===== config.mk =====
export PLATFORM = sky130hd
export DESIGN_NAME = offset_gen_pipe
export DESIGN_NICKNAME = d
export VERILOG_FILES = /design/src/rtl/offset_gen_pipe.sv
export SDC_FILE = /design/constraint.sdc
export NUM_CORES = 1
export LEC_CHECK = 0
export ABC_CLOCK_PERIOD_IN_PS = 1800
export BUFFER_PORTS_ARGS = -buffer_cell sky130_fd_sc_hd__buf_2
export CAP_MARGIN = 10
export CORE_MARGIN = 5
export CORE_UTILIZATION = 56
export CTS_CLUSTER_DIAMETER = 40
export DETAILED_ROUTE_END_ITERATION = 10
export PLACE_DENSITY = 0.78
export REMOVE_ABC_BUFFERS = 1
export SYNTH_ARGS = -nofsm -noshare
export SYNTH_HDL_FRONTEND = slang
export SYNTH_SLANG_ARGS = --single-unit

===== constraint.sdc =====
create_clock -name clk -period 1.8 [get_ports clk]
set_input_delay 0.09 -clock clk [delete_from_list [all_inputs] [get_ports clk]]
set_output_delay 0.09 -clock clk [all_outputs]
set_load 0.02 [all_outputs]

===== src/rtl/offset_gen_pipe.sv =====
// offset_gen_pipe: two-stage, multi-lane leading-one normaliser with a programmable log-offset LUT
// and valid/ready flow control on both sides.
module offset_gen_pipe #(
   parameter int LANES  = 4,
   parameter int MUL_BW = 16,
   parameter int ACC_BW = 32,
   parameter int FRA_BW = 10,
   parameter int LN2_Q  = 710,
   parameter int SW     = $clog2(MUL_BW)
) (
   input  logic                    clk,
   input  logic                    rst_n,
   input  logic                    in_valid,
   output logic                    in_ready,
   input  logic [1:0]              mode_i,
   input  logic [LANES*MUL_BW-1:0] x_i,
   output logic                    out_valid,
   input  logic                    out_ready,
   output logic [LANES*ACC_BW-1:0] offset_o,
   output logic [LANES*SW-1:0]     shift_o,
   output logic [LANES*2-1:0]      err_o,
   input  logic                    cfg_we,
   input  logic [SW-1:0]           cfg_addr,
   input  logic [ACC_BW-1:0]       cfg_wdata
);

   logic                          en;
   logic [LANES-1:0][MUL_BW-1:0]  x;
   logic [LANES-1:0][SW-1:0]      p_c, s1_p, sh_c;
   logic [LANES-1:0]              s1_zero, s1_neg;
   logic                          s1_valid;
   logic [1:0]                    s1_mode;
   logic [LANES-1:0][ACC_BW-1:0]  off_c;
   logic [LANES-1:0][1:0]         err_c;
   logic [ACC_BW-1:0]             lut [MUL_BW];

   assign x        = x_i;
   assign en       = ~out_valid | out_ready;
   assign in_ready = en;

   // Sign bit excluded: p is the magnitude position of a non-negative operand.
   always_comb begin
      p_c = '0;
      for (int l = 0; l < LANES; l++)
         for (int b = 0; b < MUL_BW - 1; b++)
            if (x[l][b]) p_c[l] = SW'(b);
   end

   always_ff @(posedge clk or negedge rst_n)
      if (!rst_n) begin
         s1_valid <= 1'b0;
         s1_mode  <= '0;
         s1_p     <= '0;
         s1_zero  <= '0;
         s1_neg   <= '0;
      end else if (en) begin
         s1_valid <= in_valid;
         s1_mode  <= mode_i;
         s1_p     <= p_c;
         for (int l = 0; l < LANES; l++) begin
            s1_zero[l] <= x[l] == '0;
            s1_neg[l]  <= x[l][MUL_BW-1];
         end
      end

   // LUT defaults to (k - FRA_BW) * ln2 in the input's fixed-point scale.
   always_ff @(posedge clk or negedge rst_n)
      if (!rst_n) begin
         for (int k = 0; k < MUL_BW; k++)
            lut[k] <= ACC_BW'((k - FRA_BW) * LN2_Q);
      end else if (cfg_we && int'(cfg_addr) < MUL_BW) begin
         lut[cfg_addr] <= cfg_wdata;
      end

   always_comb begin
      off_c = '0;
      err_c = '0;
      sh_c  = s1_p;
      if (s1_mode == 2'b11)
         for (int l = 0; l < LANES; l++) begin
            off_c[l] = s1_zero[l] ? {1'b1, {(ACC_BW-1){1'b0}}} : s1_neg[l] ? '0 : lut[s1_p[l]];
            err_c[l] = {s1_neg[l], s1_zero[l]};
            sh_c[l]  = (s1_zero[l] | s1_neg[l]) ? '0 : s1_p[l];
         end
   end

   always_ff @(posedge clk or negedge rst_n)
      if (!rst_n) begin
         out_valid <= 1'b0;
         offset_o  <= '0;
         shift_o   <= '0;
         err_o     <= '0;
      end else if (en) begin
         out_valid <= s1_valid;
         offset_o  <= off_c;
         shift_o   <= sh_c;
         err_o     <= err_c;
      end

endmodule


After elaboration in Yosys (flattened, before gate mapping)
Cells that the tools add are included.

Shifts and indexed selects: 0. Div/mod/pow operators: 0. Muxes and demuxes: 86. Magnitude comparators: 6. Bitwise logic cells: 11. Reductions and logical operators: 5. Equal/unequal tests: 1. Add/sub/neg operators: 0. Multiply operators: 0.

Operators by type and width (count): 32-bit 2-to-1 mux (17); 32-bit binary-select mux with 4-bit select (4); 512-bit bitwise mux (1); 4-bit 2-to-1 mux (52); 32-bit demux with 4-bit select (1); 128-bit 2-to-1 mux (1); 16-bit zero test (4); 5-bit greater-or-equal comparator, second input constant (5); 4-bit NOT with 5-bit output (5); 16-bit 2-to-1 mux (1); 8-bit 2-to-1 mux (1); 3-bit 2-to-1 mux (2); 5-bit by 1-bit less-than comparator with 1-bit output, second input constant (1); 1-bit OR (5); 1-bit 2-to-1 mux (4); 2-bit 2-to-1 mux (2); 2-bit == test, second input constant (1); 1-bit logical AND (1); 1-bit NOT (1).

Word-level logic and storage cells: 137. Latch bits: 0. Memory bits (writable): 0. Bits in registers: 692. Memory bits (read-only): 0. Memories: 0.

Logic depth before layout (Yosys ltp)
Word-level depth: 14. Gate-level depth with buffers: 7. Mapped depth without buffers: 5.

Worst setup path before layout
OpenSTA, ideal clock, no wires.

Kind: flip-flop to flip-flop. Start point: reg s1_p[12] (netlist name). End point: reg offset_o[120]. Path slack: -0.005 ns. Stages on the path, launching flop included: 8. Data arrival time: 1.687 ns. Period minus slack after synthesis: 1.805 ns. Cells stage by stage: dfrtp_1 -> clkbuf_1 -> buf_6 -> buf_4 -> mux4_2 -> mux2i_1 -> o22ai_1 -> a21o_1.

Cells in the longest elaborated chain, start to end: 7.

Ends and longest elaborated chain: start: declaration (line 29) `logic [LANES-1:0][SW-1:0] p_c, s1_p, sh_c;`; start signal: assignment (line 59) `s1_p <= p_c;`; 4-bit NOT with 5-bit output (not written as such) (line 81) `off_c[l] = s1_zero[l] ? {1'b1, {(ACC_BW-1){1'b0}}} : s1_neg[l] ? '0 : lut[s1_p[l]];`; 32-bit binary-select mux with 4-bit select (line 81); 32-bit 2-to-1 mux (not written as such) (2 in series) (line 81); 32-bit 2-to-1 mux (2 in series) (line 81); 128-bit 2-to-1 mux (line 79) `if (s1_mode == 2'b11)`; end signal: assignment (line 90) `offset_o <= '0;`; end signal: assignment (line 95) `offset_o <= off_c;`; end: declaration (line 19) `output logic [LANES*ACC_BW-1:0] offset_o,`.

No other way between the ends. The select of a mux whose other input is x is not followed. A chain may end at the register's enable or synchronous reset.

Worst setup path after layout
Start point: reg s1_p[12] (netlist name). End point: reg offset_o[115].

The elaborated chain is that of the path after synthesis.

==> results.sh <==
export IMPL_yosysTopAreaCell="mux4_2"
export IMPL_critPathRequiredTime_ps=2370
export IMPL_io_buffers=260
export IMPL_slowest_delay_ps=580
export IMPL_ys_dominant_reg_cell="dfrtp_1"
export IMPL_routed_wl_um=156400
export IMPL_setup_viol=130
export IMPL_clk_path_buf_depth=3
export IMPL_fin_crit_sh_pct=126.7
export IMPL_dpl_cell_area_sq_um=46630
export IMPL_cap_viol_max_count=0
export IMPL_hold_path_class="primary input to flop"
export IMPL_fillers=4011
export IMPL_area_growth_synth_to_final_pct=29.64
export IMPL_worstPathMaxFanout=6
export IMPL_post_drt_wl_per_cell_um=35.67
export IMPL_crit_chain="buf_8, buf_12, mux4_2, mux2i_2, o22ai_2, a21o_1"
export IMPL_cpLargestDelayFamily="multiplexers"
export IMPL_final_hold_viol_count=0
export IMPL_avgSynthCellArea_sq_um=15.35
export IMPL_finalSetupTns_ps=-31140
export IMPL_drt_iter0_drc=4232
export IMPL_slew_viol_final=0
export IMPL_dr_pass1_iters=6
export IMPL_worst_pin_slew_ps=577.2
export IMPL_critPathBufInv=2
export IMPL_synth_most_common_cell="mux4_2"
export IMPL_synth_top_area_share_pct=27.40
export IMPL_die_h_um=284.1
export IMPL_ant_nets=0
export IMPL_skew_ps=31.55
export IMPL_avgViaCountPerCell=7.553
export IMPL_drc=0
export IMPL_path_class="flop to flop"
export IMPL_cts_tree="done"
export IMPL_cp_endpoint="offset_o[115]"
export IMPL_ir_drop_mv=0.8713
export IMPL_rsz0062_at_grt="yes"
export IMPL_netlist_cell_type_count=39
export IMPL_end_kind="flop"
export IMPL_regToRegStartpoint="s1_p[12]"
export IMPL_yosysWarnings=0
export IMPL_dp_hpwl_um=85310
export IMPL_cp_arrival_ps=2850
export IMPL_start_kind="flop"
export IMPL_ioPinCount=261
export IMPL_cellLeakagePower_nw=24.36
export IMPL_yosysSeqAreaShare_pct=41.97
export IMPL_clkTransAtPathRegs_ps=60
export IMPL_coreArea_sq_um=74450
export IMPL_reg2reg_depth=6
export IMPL_critPathLaunch="s1_p[12]"
export IMPL_synth_edf_count=0
export IMPL_netlist_area_sq_um=42090
export IMPL_grt_pass1_vias=34360
export IMPL_p_per_area_nw_per_um2=1236
export IMPL_pre_cts_ws_ps=-333.3
export IMPL_start_util_pct=56.53
export IMPL_num_vias=33120
export IMPL_clock_fmax_mhz=438.4
export IMPL_rows=100
export IMPL_synthTopCellsByArea="mux4_2, dfrtp_1, dfstp_2"
export IMPL_numCtsBuffers=102
export IMPL_insertion_delay_ps=680
export IMPL_ys_seq_elements=692
export IMPL_cp_depth=6
export IMPL_dieArea_sq_um=80740
export IMPL_synthTopCellsByCount="mux4_2, mux2_2, dfrtp_1, dfstp_2, mux2i_1"
export IMPL_dp_cells=3947
export IMPL_grt_max_degree=104
export IMPL_crit_path_top_delay_cell="mux4_2"
export IMPL_r2r_end="offset_o[115]"
export IMPL_async_flop_share_pct=100.0
export IMPL_track_usage_pct=36.51
export IMPL_gr_total_overflow=0
export IMPL_drive_gt1_share_pct=66.78
export IMPL_finalNonFillerCells=4385
export IMPL_grt_antenna_before_repair=11
export IMPL_r2r_slack_ps=-480
export IMPL_cts_root_buffer="clkbuf_16"
export IMPL_die_w_um=284.1
export IMPL_run_status="finished, violations left"
export IMPL_setup_ws_ps=-480.9
export IMPL_failed_checks="setup timing"
export IMPL_synth_cells=2742
export IMPL_cts_num_sinks=692
export IMPL_grt_pass1_wl_um=224600
export IMPL_finalInstanceArea_sq_um=54560
export IMPL_nets=3427
export IMPL_post_route_min_period_ps=2281
export IMPL_htreeDepth=3
export IMPL_gp_congestion=0.9020
export IMPL_slew_headroom_pct=61.52
==> power breakdown <==
part / switching, mW / internal [mW] / leakage (nW) / total (mW)
clock network: 8.08 / 13.0 / 1.75 / 21.0
registers: 4.16 / 19.8 / 8.16 / 24.0
logic: 9.11 / 13.3 / 14.4 / 22.4
total: 21.4 / 46.1 / 24.4 / 67.4
==> layout make-up <==
type	instances	area (sq um)	share of cell area [%]
flip-flops and latches	692	17710	32.46
multi-input cells	1758	23750	43.53
diodes	8	20.02	0.03669
well taps	969	1212	2.222
clock buffers	125	2760	5.059
clock inverters	67	835.8	1.532
inverters	9	37.54	0.06879
repair buffers	757	8235	15.09
==> cells by family (layout without fill, tap and decap cells) <==
kind of cell | after synthesis | in the layout | share of synthesized area (%)
multiplexers | 1280 | 1280 | 47.20
other | 0 | 8 | 0
flip-flops | 692 | 692 | 41.97
buffers and inverters | 292 | 958 | 3.618
AO/OA/AOI/OAI | 336 | 336 | 5.565
AND/OR/NAND/NOR | 142 | 142 | 1.647
==> per-layer routing <==
metal	vias up	share of wire, %	routed length [um]	GRT usage (%)
met4	14	7.9	12340	21.07
met5	-	0.085	133	0
met2	3160	45	70470	55.64
li1	12310	-	-	-
met3	972	14	22650	12.99
met1	16670	33	50840	45.58
==> worst register-to-register path: stages, from the launching register on <==
cell and delay, ps:
dfrtp_4 530, buf_8 190, buf_12 160, mux4_2 590
mux2i_2 330, o22ai_2 190, a21o_1 200
==> worst min path at each step <==
| stage | startpoint | endpoint | depth (start not counted) |
|---|---|---|---|
| after floorplan | rst_n | err_o[0] | 0 |
| after global placement | rst_n | lut[154] | 1 |
| after detailed placement | rst_n | lut[186] | 1 |
| after CTS | x_i[54] | s1_p[12] | 4 |
| after global routing | x_i[10] | s1_p[0] | 5 |
| final | x_i[10] | s1_p[0] | 5 |
==> layout by cell type (no fill, tap or decap), types with 56 or more instances in the layout <==
master	count
a21o_1	124
buf_12	138
buf_2	258
buf_4	154
clkbuf_16	116
dfrtp_1	401
dfstp_2	279
dlygate4sd3_1	107
mux2_2	493
mux2i_1	184
mux2i_2	56
mux4_2	512
o22ai_1	85
==> state kept, by name (all words and copies together) (netlist names) <==
name and count:
lut 512, shift_o 16, err_o 8, s1_mode 2
out_valid 1, offset_o 128, s1_zero 4, s1_p 16
s1_neg 4, s1_valid 1
==> repair_timing <==
item | 4_1_cts | 5_1_grt
endpoints found under the hold margin | 1036 | 2
buffers inserted | 56 | 44
pin swaps | 41 | 45
gates cloned | 26 | 16
hold buffers | 107 | 1
endpoints found under the setup margin | 131 | 135
resized for setup | 163 | 151
==> stage by stage <==
step | hold WS, ps | util [%] | power, mW
finish | 8.179 | 73.29 | 67.42
global route | 20.73 | 73.27 | 69.46
CTS | 1.219 | 71.69 | 64.97
detailed placement | -11.60 | 62.64 | 41.91
global placement | -3.420 | 62.64 | 40.81
floorplan | -205.6 | - | 36.59
(Power assumes the default switching activity.)
